**src/rtl/cpu_pkg.sv**
```systemverilog
// Shared types for the multi-cycle control sequencer: opcode map, ALU encoding,
// FSM states, writeback/PC mux selects and instruction classes.
package cpu_pkg;

  typedef enum logic [4:0] {
    OPC_ADD  = 5'd0,  OPC_SUB  = 5'd1,  OPC_MUL  = 5'd2,  OPC_DIV  = 5'd3,
    OPC_MOD  = 5'd4,  OPC_CMP  = 5'd5,  OPC_AND  = 5'd6,  OPC_OR   = 5'd7,
    OPC_NOT  = 5'd8,  OPC_MOV  = 5'd9,  OPC_LSL  = 5'd10, OPC_LSR  = 5'd11,
    OPC_ASR  = 5'd12, OPC_NOP  = 5'd13, OPC_LD   = 5'd14, OPC_ST   = 5'd15,
    OPC_BEQ  = 5'd16, OPC_BGT  = 5'd17, OPC_B    = 5'd18, OPC_CALL = 5'd19,
    OPC_RET  = 5'd20
  } opcode_e;

  typedef enum logic [3:0] {
    ALU_ADD = 4'd0, ALU_SUB = 4'd1, ALU_MUL = 4'd2,  ALU_DIV = 4'd3,
    ALU_MOD = 4'd4, ALU_AND = 4'd5, ALU_OR  = 4'd6,  ALU_NOT = 4'd7,
    ALU_MOV = 4'd8, ALU_LSL = 4'd9, ALU_LSR = 4'd10, ALU_ASR = 4'd11,
    ALU_NOP = 4'd12
  } alu_op_e;

  typedef enum logic [2:0] {
    S_RESET  = 3'd0, S_FETCH = 3'd1, S_DECODE = 3'd2, S_EXEC = 3'd3,
    S_MEM    = 3'd4, S_WB    = 3'd5, S_HALT   = 3'd6
  } seq_state_e;

  typedef enum logic [1:0] {PC_PLUS4 = 2'd0, PC_BRANCH = 2'd1, PC_RA = 2'd2} pc_sel_e;
  typedef enum logic [1:0] {WB_ALU = 2'd0, WB_MEM = 2'd1, WB_PC4 = 2'd2} wb_sel_e;

  typedef enum logic [3:0] {
    CLS_ALU, CLS_CMP, CLS_LD, CLS_ST, CLS_BEQ, CLS_BGT, CLS_B,
    CLS_CALL, CLS_RET, CLS_NOP, CLS_ILLEGAL, CLS_HALT
  } instr_class_e;

  typedef enum logic [1:0] {LAT_SEL_ONE, LAT_SEL_MUL, LAT_SEL_DIV} lat_sel_e;

  localparam int LAT_ONE = 1;

endpackage

```
**src/rtl/cpu_mc_decode.sv**
```systemverilog
// Combinational opcode decode: ALU operation, instruction class, register-file
// write intent and execute-latency select.
import cpu_pkg::*;

module cpu_mc_decode #(
  parameter int OPC_W    = 5,
  parameter int HALT_OPC = 31
) (
  input  logic [OPC_W-1:0] opc,
  output alu_op_e          alu_op,
  output instr_class_e     cls,
  output logic             writes_rf,
  output lat_sel_e         lat_sel
);

  logic [4:0] op5;
  assign op5 = 5'(opc);

  always_comb begin
    alu_op    = ALU_NOP;
    cls       = CLS_ILLEGAL;
    writes_rf = 1'b0;
    lat_sel   = LAT_SEL_ONE;
    if (opc == OPC_W'(HALT_OPC)) begin
      cls = CLS_HALT;
    end else begin
      case (opcode_e'(op5))
        OPC_ADD:  begin cls = CLS_ALU; alu_op = ALU_ADD; writes_rf = 1'b1; end
        OPC_SUB:  begin cls = CLS_ALU; alu_op = ALU_SUB; writes_rf = 1'b1; end
        OPC_MUL:  begin cls = CLS_ALU; alu_op = ALU_MUL; writes_rf = 1'b1; lat_sel = LAT_SEL_MUL; end
        OPC_DIV:  begin cls = CLS_ALU; alu_op = ALU_DIV; writes_rf = 1'b1; lat_sel = LAT_SEL_DIV; end
        OPC_MOD:  begin cls = CLS_ALU; alu_op = ALU_MOD; writes_rf = 1'b1; lat_sel = LAT_SEL_DIV; end
        OPC_CMP:  begin cls = CLS_CMP; alu_op = ALU_SUB; end
        OPC_AND:  begin cls = CLS_ALU; alu_op = ALU_AND; writes_rf = 1'b1; end
        OPC_OR:   begin cls = CLS_ALU; alu_op = ALU_OR;  writes_rf = 1'b1; end
        OPC_NOT:  begin cls = CLS_ALU; alu_op = ALU_NOT; writes_rf = 1'b1; end
        OPC_MOV:  begin cls = CLS_ALU; alu_op = ALU_MOV; writes_rf = 1'b1; end
        OPC_LSL:  begin cls = CLS_ALU; alu_op = ALU_LSL; writes_rf = 1'b1; end
        OPC_LSR:  begin cls = CLS_ALU; alu_op = ALU_LSR; writes_rf = 1'b1; end
        OPC_ASR:  begin cls = CLS_ALU; alu_op = ALU_ASR; writes_rf = 1'b1; end
        OPC_NOP:  cls = CLS_NOP;
        // Loads and stores use the ALU adder for address generation.
        OPC_LD:   begin cls = CLS_LD;  alu_op = ALU_ADD; writes_rf = 1'b1; end
        OPC_ST:   begin cls = CLS_ST;  alu_op = ALU_ADD; end
        OPC_BEQ:  cls = CLS_BEQ;
        OPC_BGT:  cls = CLS_BGT;
        OPC_B:    cls = CLS_B;
        OPC_CALL: begin cls = CLS_CALL; writes_rf = 1'b1; end
        OPC_RET:  cls = CLS_RET;
        default:  cls = CLS_ILLEGAL;
      endcase
    end
  end

endmodule

```
**src/rtl/cpu_mc_sequencer.sv**
```systemverilog
// Multi-cycle FETCH/DECODE/EXEC/MEM/WB control sequencer with memory handshakes
// and per-opcode execute latency; outputs decode from registered state.
import cpu_pkg::*;

module cpu_mc_sequencer #(
  parameter int OPC_W    = 5,
  parameter int ALU_OP_W = 4,
  parameter int MUL_LAT  = 2,
  parameter int DIV_LAT  = 8,
  parameter int HALT_OPC = 31
) (
  input  logic                clk,
  input  logic                rst,
  output logic                imem_req,
  input  logic                imem_ack,
  output logic                ir_we,
  input  logic [OPC_W-1:0]    opcode,
  input  logic                imm,
  input  logic                flag_eq,
  input  logic                flag_gt,
  output logic [ALU_OP_W-1:0] alu_op,
  output logic                is_imm,
  output logic                flags_we,
  output logic                dmem_req,
  output logic                dmem_we,
  input  logic                dmem_ack,
  output logic                rf_we,
  output logic                rf_wsel_ra,
  output logic [1:0]          wb_sel,
  output logic                pc_we,
  output logic [1:0]          pc_sel,
  output logic                instr_retired,
  output logic                illegal,
  output logic                halted,
  output logic [2:0]          state
);

  localparam int MAX_LAT = (DIV_LAT > MUL_LAT) ? DIV_LAT : MUL_LAT;
  localparam int CNT_W   = $clog2(MAX_LAT + 1);

  seq_state_e       cur, nxt;
  logic [OPC_W-1:0] opc_q, dec_opc;
  logic             imm_q;
  logic [CNT_W-1:0] cnt_q, cnt_d, lat_load;

  alu_op_e      dec_alu;
  instr_class_e cls;
  logic         writes_rf;
  lat_sel_e     lat_sel;

  // In DECODE the live IR field drives the decoder; afterwards only the captured copy does.
  assign dec_opc = (cur == S_DECODE) ? opcode : opc_q;

  cpu_mc_decode #(.OPC_W(OPC_W), .HALT_OPC(HALT_OPC)) u_decode (
    .opc       (dec_opc),
    .alu_op    (dec_alu),
    .cls       (cls),
    .writes_rf (writes_rf),
    .lat_sel   (lat_sel)
  );

  always_ff @(posedge clk or posedge rst) begin
    if (rst) begin
      cur   <= S_RESET;
      opc_q <= '0;
      imm_q <= 1'b0;
      cnt_q <= '0;
    end else begin
      cur   <= nxt;
      cnt_q <= cnt_d;
      if (cur == S_DECODE) begin
        // Undefined opcodes are replaced by NOP so they retire harmlessly.
        opc_q <= (cls == CLS_ILLEGAL) ? OPC_W'(OPC_NOP) : opcode;
        imm_q <= imm;
      end
    end
  end

  always_comb begin
    case (lat_sel)
      LAT_SEL_MUL: lat_load = CNT_W'(MUL_LAT - 1);
      LAT_SEL_DIV: lat_load = CNT_W'(DIV_LAT - 1);
      default:     lat_load = CNT_W'(LAT_ONE - 1);
    endcase
  end

  always_comb begin
    nxt           = cur;
    cnt_d         = cnt_q;
    imem_req      = 1'b0;
    ir_we         = 1'b0;
    alu_op        = '0;
    is_imm        = 1'b0;
    flags_we      = 1'b0;
    dmem_req      = 1'b0;
    dmem_we       = 1'b0;
    rf_we         = 1'b0;
    rf_wsel_ra    = 1'b0;
    wb_sel        = WB_ALU;
    pc_we         = 1'b0;
    pc_sel        = PC_PLUS4;
    instr_retired = 1'b0;
    illegal       = 1'b0;
    halted        = 1'b0;
    case (cur)
      S_RESET: nxt = S_FETCH;
      S_FETCH: begin
        imem_req = 1'b1;
        ir_we    = imem_ack;
        if (imem_ack) nxt = S_DECODE;
      end
      S_DECODE: begin
        illegal = (cls == CLS_ILLEGAL);
        if (cls == CLS_HALT) begin
          nxt = S_HALT;
        end else begin
          nxt   = S_EXEC;
          cnt_d = lat_load;
        end
      end
      S_EXEC: begin
        alu_op = ALU_OP_W'(dec_alu);
        is_imm = imm_q;
        if (cnt_q == '0) begin
          flags_we = (cls == CLS_CMP);
          nxt      = (cls == CLS_LD || cls == CLS_ST) ? S_MEM : S_WB;
        end else begin
          cnt_d = cnt_q - CNT_W'(1);
        end
      end
      S_MEM: begin
        dmem_req = 1'b1;
        dmem_we  = (cls == CLS_ST);
        if (dmem_ack) nxt = S_WB;
      end
      S_WB: begin
        pc_we         = 1'b1;
        instr_retired = 1'b1;
        rf_we         = writes_rf;
        rf_wsel_ra    = (cls == CLS_CALL);
        if (cls == CLS_LD)   wb_sel = WB_MEM;
        if (cls == CLS_CALL) wb_sel = WB_PC4;
        // Flags are read here, so a CMP directly ahead of a branch is honoured.
        case (cls)
          CLS_RET:            pc_sel = PC_RA;
          CLS_B, CLS_CALL:    pc_sel = PC_BRANCH;
          CLS_BEQ: if (flag_eq) pc_sel = PC_BRANCH;
          CLS_BGT: if (flag_gt) pc_sel = PC_BRANCH;
          default:            pc_sel = PC_PLUS4;
        endcase
        nxt = S_FETCH;
      end
      S_HALT:  halted = 1'b1;
      default: nxt = S_RESET;
    endcase
  end

  assign state = cur;

endmodule

```
**config.mk**
```make
export PLATFORM = sky130hd
export DESIGN_NAME = cpu_mc_sequencer
export DESIGN_NICKNAME = d
export VERILOG_FILES = /design/src/rtl/cpu_pkg.sv /design/src/rtl/cpu_mc_decode.sv /design/src/rtl/cpu_mc_sequencer.sv
export SDC_FILE = /design/constraint.sdc
export NUM_CORES = 1
export LEC_CHECK = 0
export ABC_AREA = 1
export CORE_AREA = 2 2 85 66
export CTS_CLUSTER_SIZE = 10
export DETAILED_ROUTE_END_ITERATION = 16
export DIE_AREA = 0 0 87 68
export PLACE_DENSITY_LB_ADDON = 0.1
export SLEW_MARGIN = 20
export SYNTH_ARGS = -nofsm -noshare
export SYNTH_HDL_FRONTEND = slang
export SYNTH_SLANG_ARGS = --single-unit
```
**constraint.sdc**
```tcl
create_clock -name clk -period 1.85 [get_ports clk]
set_input_delay 0.185 -clock clk [delete_from_list [all_inputs] [get_ports clk]]
set_output_delay 0.185 -clock clk [all_outputs]
set_load 0.01 [all_outputs]
```
# After elaboration in Yosys (flattened, before gate mapping)
# Cells that the tools add are included.
dict set report word_totals {
  out_inout_bits 23
  word_cells 104
  in_bits 12
  register_bits 13
}
dict set report op_classes {
  addsub 1
  eq_ne 44
  mux 40
  n_reduce_logical 14
  bitwise_logic 1
}
# cell count
set ops {}
lappend ops {{$pmux 4 s12} 1}
lappend ops {{$eq 5x4->1 const B} 8}
lappend ops {{$pmux 4 s10} 1}
lappend ops {{$eq 5x5->1 const B} 6}
lappend ops {{$eq 5x3->1 const B} 4}
lappend ops {{$mux 4} 5}
lappend ops {{$mux 1} 18}
lappend ops {{$pmux 3 s6} 1}
lappend ops {{$eq 4x3->1 const B} 4}
lappend ops {{$reduce_or 14->1} 1}
lappend ops {{$eq 4x4->1 const B} 3}
lappend ops {{$mux 3} 4}
lappend ops {{$reduce_or 12->1} 1}
lappend ops {{$eq 5x2->1 const B} 2}
lappend ops {{$mux 5} 2}
lappend ops {{$ne 2x2->1 const B} 5}
lappend ops {{$eq 3x3->1 const B} 3}
lappend ops {{$eq 4x2->1 const B} 2}
lappend ops {{$mux 2} 4}
lappend ops {{$pmux 2 s4} 1}
lappend ops {{$pmux 4 s2} 1}
lappend ops {{$reduce_or 2->1} 4}
lappend ops {{$eq 3x2->1 const B} 2}
lappend ops {{$pmux 3 s2} 1}
lappend ops {{other kinds (16)} 16}

# Longest topological paths before layout
# Gate-level depths: netlist of run 1.
dict set report depth {
  depth_word 11
  ltp_mapped 14
  ltp_nobuf 14
}

# Cells and area by module
# Synthesis of run 1 repeated with hierarchy kept, for this count alone.
dict set report hier_totals {
  cells_unflattened 231
  hier_area_um2 1382.6
}
# mod cells_each area_per_inst_um2 seq_area_each_um2 n_inst
set modules_own_cells {}
lappend modules_own_cells {cpu_mc_sequencer 157 1014.7 325.3 1}
lappend modules_own_cells {cpu_mc_decode 74 367.9 0.0 1}

# Least setup slack after synthesis of run 1
# Ideal clock, no wire load.
dict set report synth_timing {
  path_type {flip-flop to output port}
  from {reg cur[1] (netlist: state[1])}
  to {out flags_we}
  path_stages_with_launch 14
  arrival_ns 1.796
  setup_slack_ns -0.131
  n_path_buf 1
  required_time_ns 1.665
  cell_sequence {dfrtp_1 -> buf_4 -> inv_2 -> nor2_1 -> nand3_1 -> nand2_4 -> nand2_2 -> nor2_4 -> nand2_1 -> nand2_2 -> nor2_4 -> nand3_4 -> nand4_1 -> nor2_1}
}
dict set report synth_between {
  elab_chain_len 9
  word_cells_on_any_way 31
}
# element line_no
set synth_rtl {}
lappend synth_rtl {{start: declaration} cpu_mc_sequencer.sv:41} ;# seq_state_e cur, nxt;
lappend synth_rtl {{start signal: assignment} cpu_mc_sequencer.sv:69} ;# cur <= nxt;
lappend synth_rtl {{$eq 3x2->1} cpu_mc_sequencer.sv:52} ;# assign dec_opc = (cur == S_DECODE) ? opcode : opc_q;
lappend synth_rtl {{$mux 5} cpu_mc_sequencer.sv:52}
lappend synth_rtl {{$eq 5x1->1, or another cell as far along} cpu_mc_decode.sv:27} ;# case (opcode_e'(op5))
lappend synth_rtl {{$reduce_or 12->1 (no line)} n/a}
lappend synth_rtl {{$pmux 4 s10} cpu_mc_decode.sv:27}
lappend synth_rtl {{$mux 4} cpu_mc_decode.sv:24} ;# if (opc == OPC_W'(HALT_OPC)) begin
lappend synth_rtl {{$eq 4x1->1} cpu_mc_sequencer.sv:125} ;# flags_we = (cls == CLS_CMP);
lappend synth_rtl {{$mux 1} cpu_mc_sequencer.sv:124} ;# if (cnt_q == '0) begin
lappend synth_rtl {{$mux 1 (*)} cpu_mc_sequencer.sv:105} ;# case (cur)
lappend synth_rtl {{end: declaration} cpu_mc_sequencer.sv:23} ;# output logic flags_we,
# Mark *: on every way between the ends. The rest lies on a longest branch, timed or not.

# Worst setup path after layout of run 1
dict set report layout_timing {
  from {reg cur[2] (netlist: state[2])}
  to {out flags_we}
}
# The elaborated chain is that of the path after synthesis.

==> summary.md, run 1 <==
| Metric | Value |
|---|---|
| R2R depth | 15 |
| Tot GR Track Use | 17.2% |
| Hold Vio Cnt, Final | 0 |
| First-pass GRT wire length | 7910 um |
| WL per Instance | 13.2 um |
| Post-Syn Nets | 219 |
| Die height | 68 um |
| Pwr Density | 1960 mW/mm2 |
| Final setup vio count | 24 |
| Final nets | 333 |
| Initial core utilization | 27.0% |
| Main area contributors after synthesis | dfrtp_1 23%, nand2_1 11%, inv_1 7.3% |
| Vias | 1718 |
| Worst r2r dst | cnt_q[0] |
| Crit path max fanout | 6 |
| Post-Place Setup Slack | -0.673 ns |
| Hold Path Class | in -> async |
| Post-synth top cells | 39 x nand2_1, 27 x inv_1, 25 x nor2_1, 13 x dfrtp_1, 13 x nand3_1 |
| GRT overflow | 0 |
| Routability Congestion | 0.873 |
| Number of synthesis warnings | 0 |
| RR Startpoint | state[2] |
| Worst-margin pin slew | 0.557 ns |
| Maxcap violations | 0 |
| Worst-skew pair later-pin latency | 0.25 ns |
| Number of port buffers | 34 |
| Failing checks | negative setup slack |
| Unique cell type count in the Yosys netlist | 32 |
| Hold WS | 0.291 ns |
| Final antenna-violating net count | 0 |
| Clock Skew | 0.000993 ns |
| Peak supply drop | 695 uV |
| Core Util, Final | 51.9% |
| Peak Freq | 429 MHz |
| Slew Viols, Final | 0 |
| DR pass1 iterations | 4 |
| Vias in the first global route | 1628 |
| Synth async-reset ratio | 100% |
| Die Span X | 87 um |
| Bufs on Longest Clock Path | 2 |
| Top-area cell type share of the netlist area | 23.4% |
| RSZ-0062 raised after global routing | yes |
| Count leader, synth | nand2_1 |
| Slew margin rel. | 62.8% |
| Initial antenna violation count | 0 |
| CTS H-tree lvls | 1 |
| Synth Flop Type | dfrtp_1 |
| Synth area leader | dfrtp_1 |
| Sequential area share after synthesis | 23.4% |
| Clock buffer count from CTS | 3 |
| CTS tree | done |
| Detailed Route WL | 5010 um |
| Clk root buf | clkbuf_8 |
| Floorplan core area | 0.00515 mm2 |
| Setup crit end kind | primary output |
| Seq cells post-synth | 13 |
| Share of layout cells above drive strength 1 | 58.8% |
| Final Power | 5250 uW |
| DRT iter0 DRCs | 67 |
| Full die area | 0.00592 mm2 |
| Mapped Cells | 205 |
| Hpwl dp | 3680 um |
| Vias per std cell | 4.52 |
| Synth-to-Final Area Change | 92.5% |
| Largest net degree at the start of global routing | 14 |
| Worst Slack Setup Final | -0.481 ns |
| Post-CTS Hold Buffers | 0 |
| Post-synth EDFFs | 0 |
| Status | complete, but fails checks |
| Row cnt | 23 |
| Area post-placement | 0.00222 mm2 |
| Startpoint types | flip-flop |
| CTS sink count | 13 |
| Required @ worst endpoint | 1.66 ns |
| Syn_area_per_cell | 6.77 um2 |
| Final worst-path cycle share | 126% |
| Number of remaining DRC errors | 0 |
| CP Data Arrival Time | 2.15 ns |
| Clk slew on worst S/H paths | 0.06 ns |
| Synthesized area | 0.00139 mm2 |
| I/O pin cnt | 35 |
| CP Class | reg -> out |
| Fin crit period | 2.33 ns |
| Final instance area | 0.00267 mm2 |
| Antenna fix cells | 0 |
| Flop2flop setup slack | -0.38 ns |
| Leakage | 0.00133 uW |
[logic make-up after synthesis]
kind of cell	share of synthesized area [%]
buffers and inverters	13.2
AO/OA/AOI/OAI	11.5
adder cells (fa/ha/maj)	1.80
flip-flops	23.4
AND/OR/NAND/NOR	50.0
[layer usage]
metal	up-vias	part of all wire (%)	track usage (%)
met3	2	4.4	3.14
met4	0	0.24	1.76
met5	-	0	0
met1	783	52	25.7
met2	39	43	26.6
li1	894	-	-
[state kept, by name, indices dropped and copies added (netlist names)]
name and cells:
imm_q 1, state 3, cnt_q 4, opc_q 5
[repair_timing]
action,4_1_cts,5_1_grt
gates cloned,0,0
endpoints found under the hold margin,0,0
endpoints found under the setup margin,30,29
setup buffers,13,11
resized for setup,108,29
pin swaps,14,6
[how the worst max path moves through the flow]
stage / from / end / slack, ns / depth (start not counted)
after floorplan: state[2] / flags_we / -0.08 / 13
after global placement: state[2] / flags_we / -0.70 / 13
after detailed placement: state[1] / flags_we / -0.67 / 13
after CTS: state[2] / flags_we / -0.45 / 13
after global routing: state[2] / flags_we / -0.59 / 13
final: state[2] / flags_we / -0.48 / 13
[report_power, final]
group          switching (uW)  total (uW)  internal, uW
Sequential               83.6         501           417
Combinational            2410        4480          2080
Clock                     117         266           149
Total                    2610        5250          2640
[final cells by class]
cell class / instances / area [um2]
Fill cell: 507 / 2480
Inverter: 36 / 148
Clock buffer: 3 / 41.3
Timing Repair Buffer: 114 / 915
Sequential cell: 13 / 328
Clock inverter: 1 / 5.00
Tap cell: 62 / 77.6
Multi-Input combinational cell: 151 / 1160
[worst max-delay path: stages, from the launching register on]
cell     delay (ns)
dfrtp_1        0.41
inv_2          0.11
nand3_4        0.15
buf_6          0.17
nand2_2        0.07
nand2_4        0.07
nor2_2         0.17
nand3_2        0.11
nand2_1        0.10
nor2_2         0.05
nand3_4        0.09
nand4_1        0.13
nor2_2         0.11
buf_2          0.14
[placed cells by master (no fill, tap or decap), drive strengths merged, types with 2 or more instances in the layout]
| cell | count |
|---|---|
| a31oi | 3 |
| dlygate4sd2 | 2 |
| o22ai | 2 |
| buf | 94 |
| nor3 | 3 |
| nand2 | 57 |
| a21oi | 4 |
| o21ai | 12 |
| nand4 | 6 |
| dfrtp | 13 |
| nor2 | 36 |
| clkbuf | 4 |
| clkdlybuf4s50 | 15 |
| a41oi | 3 |
| ha | 2 |
| inv | 36 |
| nand3 | 18 |
[stage by stage]
step                TNS, ns  instances
global placement     -10.23        352
detailed placement    -9.39        352
finish                -7.00        380
floorplan            -0.195        205
global route         -10.04        380
CTS                   -6.29        369
Power figures use the tool's default switching activity.
==> run 2, diff against run 1 <==
ABC_AREA = unset   (was 1)
CELL_PAD_IN_SITES_DETAIL_PLACEMENT = 1   (was unset)
CELL_PAD_IN_SITES_GLOBAL_PLACEMENT = 1   (was unset)
CORE_AREA = 2 2 82 65   (was 2 2 85 66)
DIE_AREA = 0 0 84 67   (was 0 0 87 68)
SLEW_MARGIN = unset   (was 20)
==> summary.md, run 2 <==
| Metric | Value |
|---|---|
| Synth Flop Type | dfrtp_1 |
| Clock buffer count from CTS | 3 |
| Share of layout cells above drive strength 1 | 52.9% |
| Peak Freq | 400 MHz |
| Final worst-path cycle share | 135% |
| Fin crit period | 2.50 ns |
| Required @ worst endpoint | 1.66 ns |
| Final antenna-violating net count | 0 |
| Mapped Cells | 169 |
| Leakage | 0.00113 uW |
| Antenna fix cells | 0 |
| Synth area leader | dfrtp_1 |
| Die height | 67 um |
| Syn_area_per_cell | 7.70 um2 |
| First-pass GRT wire length | 10300 um |
| Detailed Route WL | 6410 um |
| I/O pin cnt | 35 |
| Slew Viols, Final | 0 |
| Vias | 1717 |
| Largest net degree at the start of global routing | 16 |
| Critical path's largest stage delay | 0.49 ns |
| Clk root buf | clkbuf_8 |
| Floorplan core area | 0.00476 mm2 |
| Row cnt | 22 |
| Maxcap violations | 0 |
| Synth async-reset ratio | 100% |
| Clk slew on worst S/H paths | 0.07 ns |
| Peak supply drop | 835 uV |
| Count leader, synth | nand2_1 |
| Initial core utilization | 27.3% |
| Hold Path Class | in -> async |
| Final nets | 293 |
| Critical path's top delay family | simple AND/OR/NAND/NOR gates |
| CTS H-tree lvls | 1 |
| Max reg flops | 5 |
| CTS sink count | 13 |
| Number of port buffers | 34 |
| Tot GR Track Use | 23.5% |
| Most frequent cells in the layout | 61 x buf_4, 24 x nand2_1, 23 x buf_6, 14 x clkdlybuf4s50_1, 13 x dfrtp_1 |
| Failing checks | negative setup slack |
| Slew margin rel. | 62.7% |
| Startpoint types | flip-flop |
| Multi-input gate area | 0.00113 mm2 |
| DR pass1 iterations | 4 |
| Critical path, cell by cell | nor3b_4, buf_6, mux2i_4, buf_4, nor2_2, or4_4, a31oi_4, buf_2 |
| Post-Syn Nets | 183 |
| Routability Congestion | 0.879 |
| Initial antenna violation count | 0 |
| WL per Instance | 19.0 um |
| Seq cells post-synth | 13 |
| Post-synth EDFFs | 0 |
| Number of remaining DRC errors | 0 |
| CP Data Arrival Time | 2.31 ns |
| Vias in the first global route | 1855 |
| RSZ-0062 raised after global routing | yes |
| Number of synthesis warnings | 0 |
| CP Class | reg -> out |
| DRT iter0 DRCs | 44 |
| Synth-to-Final Area Change | 101% |
| Hold Vio Cnt, Final | 0 |
| Total of fill cells in the finished design | 575 |
| Most common cell after layout, fill and taps aside | buf_4 |
| WP buf/inv | 3 |
| Die Span X | 84 um |
| Top-area cell type share of the netlist area | 25.0% |
| Worst-margin pin slew | 0.559 ns |
| GRT overflow | 0 |
| Slowest CP cell | or4_4 |
| Full die area | 0.00563 mm2 |
| Bufs on Longest Clock Path | 2 |
| Post-CTS Hold Buffers | 0 |
| Core Util, Final | 54.9% |
| FF+latch area | 325 um2 |
| Setup crit end kind | primary output |
| Most flop-heavy register | opc_q |
| Worst Slack Setup Final | -0.647 ns |
| CTS tree | done |
| Worst-skew pair later-pin latency | 0.25 ns |
| Pwr Density | 1710 mW/mm2 |
| Crit path max fanout | 4 |
| Synthesized area | 0.00130 mm2 |
| Main area contributors after synthesis | dfrtp_1 25%, nand2_1 7.8%, nor2_1 4.9% |
| Unique cell type count in the Yosys netlist | 49 |
| Sequential area share after synthesis | 25.0% |
| Clock Skew | 0.00313 ns |
| Post-Place Setup Slack | -0.724 ns |
| Status | complete, but fails checks |
| Post-synth top cells | 27 x nand2_1, 17 x nor2_1, 13 x dfrtp_1, 12 x o21ai_0, 8 x a21oi_1 |
| Hpwl dp | 4360 um |
| Vias per std cell | 5.08 |
| Final setup vio count | 22 |
[run 2: cell count changes after synthesis, sizes merged, moves of 6 or more]
| cell | delta |
|---|---|
| nor2 | -19 |
| nand3 | -13 |
| inv | -29 |
| nand2 | -30 |
| nor3b | +6 |
[run 2: report_power, final]
part	internal [uW]	total, uW	switching (uW)
sequential	407	544	137
combinational	1880	3660	1780
clock	149	271	122
total	2430	4480	2040
[run 2: worst reg2reg max path, delay by kind of cell (launching register included)]
family / cells / cell delay [ns]
compound gates: 2 / 0.31
fa+ha+maj: 1 / 0.32
mux: 1 / 0.21
simple gates: 3 / 0.59
flops: 1 / 0.41
buf+inv: 3 / 0.48
[run 2: layout make-up]
class,instances,share of cell area [%]
timing repair buffer,116,38.8
clock inverter,1,0.191
sequential,13,12.4
inverter,7,1.00
tap,60,2.87
clock buffer,3,1.58
multi-input combinational,138,43.1
[run 2: cell families after synthesis]
| family | share of synthesized area [%] |
|---|---|
| flops | 25.0 |
| simple gates | 31.8 |
| mux | 10.1 |
| xor+xnor | 0.673 |
| fa+ha+maj | 1.92 |
| buf+inv | 8.27 |
| compound gates | 22.2 |
[run 2: repair_timing]
action / CTS / global route
resized for setup: 113 / 15
setup endpoints to repair: 29 / 24
gates cloned: 1 / 0
setup buffers: 21 / 5
pin swaps: 20 / 12
[run 2: per-layer routing]
layer	vias up	GRT usage [%]	part of all wire, %
met4	0	2.02	0.52
met5	-	0	0
met1	851	33.1	50
met3	4	3.72	3.4
li1	834	-	-
met2	28	39.7	47
[run 2: per-stage QoR]
stage	power (uW)	hold slack [ns]	area [um2]	cells	TNS (ns)
after detailed placement	3250	0.469	2140	308	-11.10
final	4480	0.286	2620	338	-9.04
after global routing	4770	0.347	2620	338	-10.99
after global placement	3200	0.468	2140	308	-10.24
after CTS	4240	0.303	2550	334	-9.12
after floorplan	1900	0.0620	1370	169	-1.92
[run 2: path summary, 6_finish.rpt]
path                       slack (ns)         to  cells after the start     start
setup reg to reg                -0.58   cnt_q[0]                     10  state[0]
hold / removal                   0.29   opc_q[3]                      2       rst
max in group asynchronous        1.20   opc_q[0]                      2       rst
hold reg to reg                  0.49      imm_q                      2     imm_q
min in group clk                 0.49      imm_q                      2     imm_q
setup / recovery                -0.65  alu_op[2]                      8  state[0]
